--- src/rtl/mem_pkg.sv ---
// -----------------------------------------------------------------------------
// mem_pkg
// Shared definitions for the mips-lite store path.
//   - SZ_* : encodings of the 2-bit store size field (sb/sh/sw/reserved)
//   - st_state_t : store_unit FSM states
//   - size_mask() : low-aligned byte-enable pattern for a store size
// -----------------------------------------------------------------------------
package mem_pkg;

    localparam logic [1:0] SZ_BYTE = 2'b00;
    localparam logic [1:0] SZ_HALF = 2'b01;
    localparam logic [1:0] SZ_WORD = 2'b10;
    localparam logic [1:0] SZ_RSVD = 2'b11;

    typedef enum logic [1:0] {
        IDLE = 2'd0,
        REQ1 = 2'd1,
        REQ2 = 2'd2,
        DONE = 2'd3
    } st_state_t;

    // Byte-enable pattern for a store that starts at lane 0; reserved size -> none.
    function automatic logic [3:0] size_mask(input logic [1:0] size);
        case (size)
            SZ_BYTE: size_mask = 4'b0001;
            SZ_HALF: size_mask = 4'b0011;
            SZ_WORD: size_mask = 4'b1111;
            default: size_mask = 4'b0000;
        endcase
    endfunction

endpackage

--- src/rtl/store_lane_align.sv ---
// -----------------------------------------------------------------------------
// store_lane_align
// Combinational lane steering for stores. Truncates the register value to the
// store width and shifts it onto little-endian byte lanes. The result is
// computed over a 64-bit (two word) window so that a misaligned store can be
// issued as two aligned writes: *_lo is the word at addr & ~3, *_hi the next.
// Ports:
//   size_i       store size (mem_pkg SZ_*)
//   off_i        byte offset addr[1:0]
//   data_i       untruncated rt value
//   be_lo_o      byte enables for the lower word
//   be_hi_o      byte enables for the upper word (nonzero only if store crosses)
//   wdata_lo_o   lane-steered data for the lower word, unused lanes 0
//   wdata_hi_o   lane-steered data for the upper word, unused lanes 0
//   misaligned_o half at odd offset, or word at nonzero offset
// -----------------------------------------------------------------------------
module store_lane_align
    import mem_pkg::*;
(
    input  logic [1:0]  size_i,
    input  logic [1:0]  off_i,
    input  logic [31:0] data_i,
    output logic [3:0]  be_lo_o,
    output logic [3:0]  be_hi_o,
    output logic [31:0] wdata_lo_o,
    output logic [31:0] wdata_hi_o,
    output logic        misaligned_o
);

    logic [31:0] data_trunc;
    logic [7:0]  be_wide;
    logic [63:0] wdata_wide;

    always_comb begin
        case (size_i)
            SZ_BYTE: data_trunc = {24'b0, data_i[7:0]};
            SZ_HALF: data_trunc = {16'b0, data_i[15:0]};
            default: data_trunc = data_i;
        endcase

        be_wide    = {4'b0000, size_mask(size_i)} << off_i;
        wdata_wide = {32'b0, data_trunc} << {off_i, 3'b000};

        be_lo_o    = be_wide[3:0];
        be_hi_o    = be_wide[7:4];
        wdata_lo_o = wdata_wide[31:0];
        wdata_hi_o = wdata_wide[63:32];

        misaligned_o = ((size_i == SZ_HALF) && off_i[0]) ||
                       ((size_i == SZ_WORD) && (off_i != 2'b00));
    end

endmodule

--- src/rtl/store_unit.sv ---
// -----------------------------------------------------------------------------
// store_unit
// Store-side memory path for mips-lite. Accepts a store from the pipeline,
// steers the data onto byte lanes, issues the write over a req/ack handshake
// and returns a one-cycle done pulse (with error flag) to the controller.
// Build option: define MISALIGNED_SPLIT_EN to split misaligned half/word
// stores into two aligned writes; otherwise they complete with st_err and no
// memory traffic.
// Parameters:
//   TIMEOUT_CYCLES  max cycles a request waits for mem_ack (0 = wait forever)
// Ports:
//   clk, reset          clock, asynchronous active-high reset
//   st_valid/st_ready   pipeline store handshake
//   st_size/addr/data   store size, byte address, raw rt value
//   st_done/st_err      completion pulse and its error flag
//   mem_req/mem_ack     memory write handshake
//   mem_addr/wdata/be   word address, lane-steered data, byte enables
// -----------------------------------------------------------------------------
module store_unit
    import mem_pkg::*;
#(
    parameter int unsigned TIMEOUT_CYCLES = 255
) (
    input  logic        clk,
    input  logic        reset,
    input  logic        st_valid,
    output logic        st_ready,
    input  logic [1:0]  st_size,
    input  logic [31:0] st_addr,
    input  logic [31:0] st_data,
    output logic        st_done,
    output logic        st_err,
    output logic        mem_req,
    input  logic        mem_ack,
    output logic [31:0] mem_addr,
    output logic [31:0] mem_wdata,
    output logic [3:0]  mem_be
);

`ifdef MISALIGNED_SPLIT_EN
    localparam bit SPLIT_EN = 1'b1;
`else
    localparam bit SPLIT_EN = 1'b0;
`endif

    logic [3:0]  be_lo, be_hi;
    logic [31:0] wdata_lo, wdata_hi;
    logic        misaligned;

    store_lane_align u_align (
        .size_i       (st_size),
        .off_i        (st_addr[1:0]),
        .data_i       (st_data),
        .be_lo_o      (be_lo),
        .be_hi_o      (be_hi),
        .wdata_lo_o   (wdata_lo),
        .wdata_hi_o   (wdata_hi),
        .misaligned_o (misaligned)
    );

    st_state_t   state_q;
    logic [31:0] cnt_q;
    logic [31:0] hi_wdata_q;
    logic [3:0]  hi_be_q;
    logic        need_hi_q;
    logic        st_ready_q, st_done_q, st_err_q, mem_req_q;
    logic [31:0] mem_addr_q, mem_wdata_q;
    logic [3:0]  mem_be_q;

    logic reject;
    logic timeout_hit;

    // Reserved size always fails; misalignment fails only when it cannot be split.
    assign reject      = (st_size == SZ_RSVD) || (misaligned && !SPLIT_EN);
    // Counter starts at 0 on request entry, so the last allowed request
    // cycle is TIMEOUT_CYCLES-1.
    assign timeout_hit = (TIMEOUT_CYCLES != 0) && (cnt_q == TIMEOUT_CYCLES - 1);

    always_ff @(posedge clk or posedge reset) begin
        if (reset) begin
            state_q     <= IDLE;
            cnt_q       <= '0;
            hi_wdata_q  <= '0;
            hi_be_q     <= '0;
            need_hi_q   <= 1'b0;
            st_ready_q  <= 1'b1;
            st_done_q   <= 1'b0;
            st_err_q    <= 1'b0;
            mem_req_q   <= 1'b0;
            mem_addr_q  <= '0;
            mem_wdata_q <= '0;
            mem_be_q    <= '0;
        end else begin
            case (state_q)
                IDLE: begin
                    if (st_valid) begin
                        st_ready_q <= 1'b0;
                        cnt_q      <= '0;
                        hi_wdata_q <= wdata_hi;
                        hi_be_q    <= be_hi;
                        need_hi_q  <= SPLIT_EN && (be_hi != 4'b0000);
                        if (reject) begin
                            state_q   <= DONE;
                            st_done_q <= 1'b1;
                            st_err_q  <= 1'b1;
                        end else begin
                            state_q     <= REQ1;
                            mem_req_q   <= 1'b1;
                            mem_addr_q  <= {st_addr[31:2], 2'b00};
                            mem_wdata_q <= wdata_lo;
                            mem_be_q    <= be_lo;
                        end
                    end
                end
                REQ1, REQ2: begin
                    if (mem_ack) begin
                        cnt_q <= '0;
                        if ((state_q == REQ1) && need_hi_q) begin
                            // Second half of a split store: next word, upper lanes.
                            state_q     <= REQ2;
                            mem_addr_q  <= mem_addr_q + 32'd4;
                            mem_wdata_q <= hi_wdata_q;
                            mem_be_q    <= hi_be_q;
                        end else begin
                            state_q   <= DONE;
                            mem_req_q <= 1'b0;
                            st_done_q <= 1'b1;
                            st_err_q  <= 1'b0;
                        end
                    end else if (timeout_hit) begin
                        // Abandon the write; an already-acked first half stays written.
                        state_q   <= DONE;
                        mem_req_q <= 1'b0;
                        st_done_q <= 1'b1;
                        st_err_q  <= 1'b1;
                    end else begin
                        cnt_q <= cnt_q + 32'd1;
                    end
                end
                DONE: begin
                    state_q    <= IDLE;
                    st_done_q  <= 1'b0;
                    st_err_q   <= 1'b0;
                    st_ready_q <= 1'b1;
                end
                default: state_q <= IDLE;
            endcase
        end
    end

    assign st_ready  = st_ready_q;
    assign st_done   = st_done_q;
    assign st_err    = st_err_q;
    assign mem_req   = mem_req_q;
    assign mem_addr  = mem_addr_q;
    assign mem_wdata = mem_wdata_q;
    assign mem_be    = mem_be_q;

endmodule

--- config.mk ---
export PLATFORM = sky130hd
export DESIGN_NAME = store_unit
export DESIGN_NICKNAME = d
export VERILOG_FILES = /design/src/rtl/mem_pkg.sv /design/src/rtl/store_lane_align.sv /design/src/rtl/store_unit.sv
export SDC_FILE = /design/constraint.sdc
export NUM_CORES = 1
export LEC_CHECK = 0
export BUFFER_PORTS_ARGS = -buffer_cell sky130_fd_sc_hd__clkbuf_2
export CORE_ASPECT_RATIO = 0.75
export CORE_MARGIN = 2
export CORE_UTILIZATION = 39
export CTS_BUF_LIST = sky130_fd_sc_hd__clkbuf_16
export DETAILED_ROUTE_END_ITERATION = 10
export SETUP_SLACK_MARGIN = 0.3
export SLEW_MARGIN = 20
export SYNTH_ARGS = -nofsm -noshare
export SYNTH_HDL_FRONTEND = slang
export SYNTH_HIERARCHICAL = 1
export SYNTH_SLANG_ARGS = --single-unit
--- constraint.sdc ---
create_clock -name clk -period 3.4 [get_ports clk]
set_clock_uncertainty 0.1 [all_clocks]
set_input_delay 0.34 -clock clk [delete_from_list [all_inputs] [get_ports clk]]
set_output_delay 0.34 -clock clk [all_outputs]
set_load 0.01 [all_outputs]
==> run summary <==
The logs give 37 for the placement row count and 10,670 microns for the sum of net half-perimeters after detailed placement. The combinational power share is 0.384, and the warning count from the yosys run is 6. The worst setup slack before clock tree synthesis was 0.7794 ns. In the layout the commonest cells are sky130_fd_sc_hd__clkbuf_2 (139), sky130_fd_sc_hd__dfrtp_1 (103), sky130_fd_sc_hd__mux2_2 (68). STA classifies the critical path endpoint as a flop. The run gives 0 as the final max-slew violation count. For this design, the CTS-stage hold fixing added 0 buffers. The initial core utilization came out at 0.4033.

The number of port buffers was 139. The horizontal die dimension is 142.2 microns, and the total setup buffers inserted after CTS is 0. The clock tree root buffer cell was sky130_fd_sc_hd__clkbuf_16.

Clock latency on the worst-skew pair, taken at its later pin, is 0.36 ns. Setup violations remaining at the end of the flow were counted as 0. Summing all multi-input logic gate instances after layout gives 2746 sq um. The first global-routing pass estimated 24,010 microns of wire. For the clock share of power, the log shows 0.226. Dividing the detail-routed via count by the number of cells gives 5.676.

The logs give 0.390 for the share of total power in sequential cells and 390 for the detailed router's first-iteration violation count. STA puts the critical path data required time at 3.60 ns. The fraction of layout cells with a size suffix above 1 came out at 0.3681. The most frequent standard cell in the layout excluding fill and tap cells was sky130_fd_sc_hd__clkbuf_2.

The floorplan step defined a die boundary enclosing 15,300 sq um. The run gives 2.977 mW as the internal power of the cells. TritonCTS created 9 clock buffers. The pin count of the biggest net entering global routing is 59, and the post-route minimum period is 2.490 ns. TritonCTS built the clock tree. Max-cap violations in this run came to 0. For the count of antenna diodes in the layout, the log shows 0.

For the worst setup path, the data arrival time is 2.68 ns. STA classifies the critical path startpoint as a flop. The run gives 2604 sq um as the area taken by flip-flops and latches. For this run, the top clock speed supported by timing is 401.7 MHz.

The H-tree was split into 3 levels. The tools report the worst supply voltage drop on vdd as 0.2944 mV. At the pin with the least slew margin, the transition time is 0.8706 ns. The total global-route track usage came out at 0.2012.

Counting the fill cells in the layout gives 1,320. After floorplanning, the core was sized to cover 13,840 sq um. The portion of the clock cycle consumed by the worst path in the final layout is 0.7323, and the number of sinks driven by the clock tree is 104. The net switching power figure was 1.709 mW. In this run the worst path has a maximum fanout of 14. For the number of nets at the end of the flow, the log shows 746. The first TritonRoute pass finished after 5 iterations.

The number of I/O pins is 142. In the synthesized netlist, the number of instances is 540. The flow ran to the end, and the final reports show no timing, DRC or antenna violations. Setup repair after global routing left no endpoint under its margin.

The logs give 0 for the final number of hold-violating endpoints and 0 for the aggregate global routing overflow. The via total after detailed routing was 4,802. For the via count of the first global-routing pass, the log shows 4,580. Across all hold checks on the routed design, the worst slack comes to 0.03788 ns. In this run the power density over the cells is 695.7 nW/um^2.

The number of resized instances in the post-cts repair step was 0. Excluding fillers, the count of instances in the completed layout stands at 846. The die height works out to 107.6 microns. In the final routed layout, each cell accounts on average for 17.38 microns. By startpoint and endpoint, the worst setup path is classified as flop to flop.

Summed over all layers, the routed wires come to 14,700 microns. The clock passes through at most 2 buffers. In the post-route analysis, the smallest setup slack over all paths is 0.9103 ns.

After clock tree synthesis, the clock-pin slew on the worst setup and hold paths is 0.08 ns. After routing, the total negative slack on setup checks comes to 0 ns. The average instance in the mapped netlist occupies 10.34 sq um. The relative area change from synthesis to final layout works out to 20.64%.

For this run, design rule violations remaining after detail routing come to 0. Initial antenna violation count: 0. Summed over all cells, the static leakage comes to 3.139 nW. In this run the remaining antenna-violating nets after routing total 0. Once placement completed, the tool counted placed cells totaling 830.

For the max-slew headroom at the worst pin, the log shows 0.4184. Path class of the lowest-slack min-delay path: input port to asynchronous set/reset pin. At the end of routability-driven placement, the weighted congestion stood at 0.8976. The mapped netlist covers 5583 sq um. The worst register-to-register path has a setup slack of 0.91 ns. The fraction of power spent switching nets is 0.3648.
[cell type report]
type,instances,area share
Multi-Input combinational cell,386,0.4078
Sequential cell,104,0.3866
Timing Repair Buffer,151,0.1204
Clock buffer,9,0.03344
Tap cell,175,0.03251
Clock inverter,7,0.01059
Inverter,14,0.008731
[registers in the layout, summed over array words and instances (netlist names)]
name / flops
st_done: 1
state_q: 2
mem_addr: 30
st_ready: 1
mem_req: 1
cnt_q: 32
mem_be: 4
st_err: 1
mem_wdata: 32
[stage by stage]
stage / area (sq um) / utilization / total power, mW
4_1_cts: 6735 / 0.4866 / 4.736
6_report: 6735 / 0.4866 / 4.686
3_3_place_gp: 6439 / 0.4652 / 3.600
2_1_floorplan: 5590 / - / 2.899
3_5_place_dp: 6439 / 0.4652 / 3.660
5_1_grt: 6735 / 0.4866 / 5.004
[power groups by stage]
stage                     sequential, mW  combinational [mW]  clock [mW]
after floorplan                     1.99               0.907           0
after detailed placement            1.85                1.81           0
final                               1.83                1.80        1.06
after CTS                           1.83                1.81        1.09
after global placement              1.83                1.77           0
after global routing                1.88                1.98        1.14
[path summary, 6_finish.rpt]
path	from	end	cells past startpoint
setup / recovery	state_q[0]	cnt_q[29]	6
hold / removal	reset	mem_req	2
min in group clk	st_addr[28]	mem_addr[28]	2
max in group asynchronous	reset	mem_addr[3]	3
setup reg to reg	state_q[0]	cnt_q[29]	6
hold reg to reg	mem_addr[10]	mem_addr[10]	1
[routing by layer]
| layer | vias to the layer above | GRT usage | wire, microns |
|---|---|---|---|
| met3 | 18 | 0.06539 | 1144 |
| met5 | - | 0 | 0 |
| met4 | 0 | 0.05500 | 245 |
| li1 | 2240 | - | - |
| met2 | 212 | 0.3030 | 6463 |
| met1 | 2332 | 0.2788 | 6850 |
[worst max-delay path, stage by stage, from the launching register on]
cell and delay, ns:
sky130_fd_sc_hd__dfrtp_1 0.38, sky130_fd_sc_hd__inv_1 0.08, sky130_fd_sc_hd__ha_1 0.45, sky130_fd_sc_hd__mux2_2 0.33, sky130_fd_sc_hd__nand2_1 0.37, sky130_fd_sc_hd__or4_1 0.61
sky130_fd_sc_hd__nand3_1 0.09
Power figures use the tool's default switching activity.
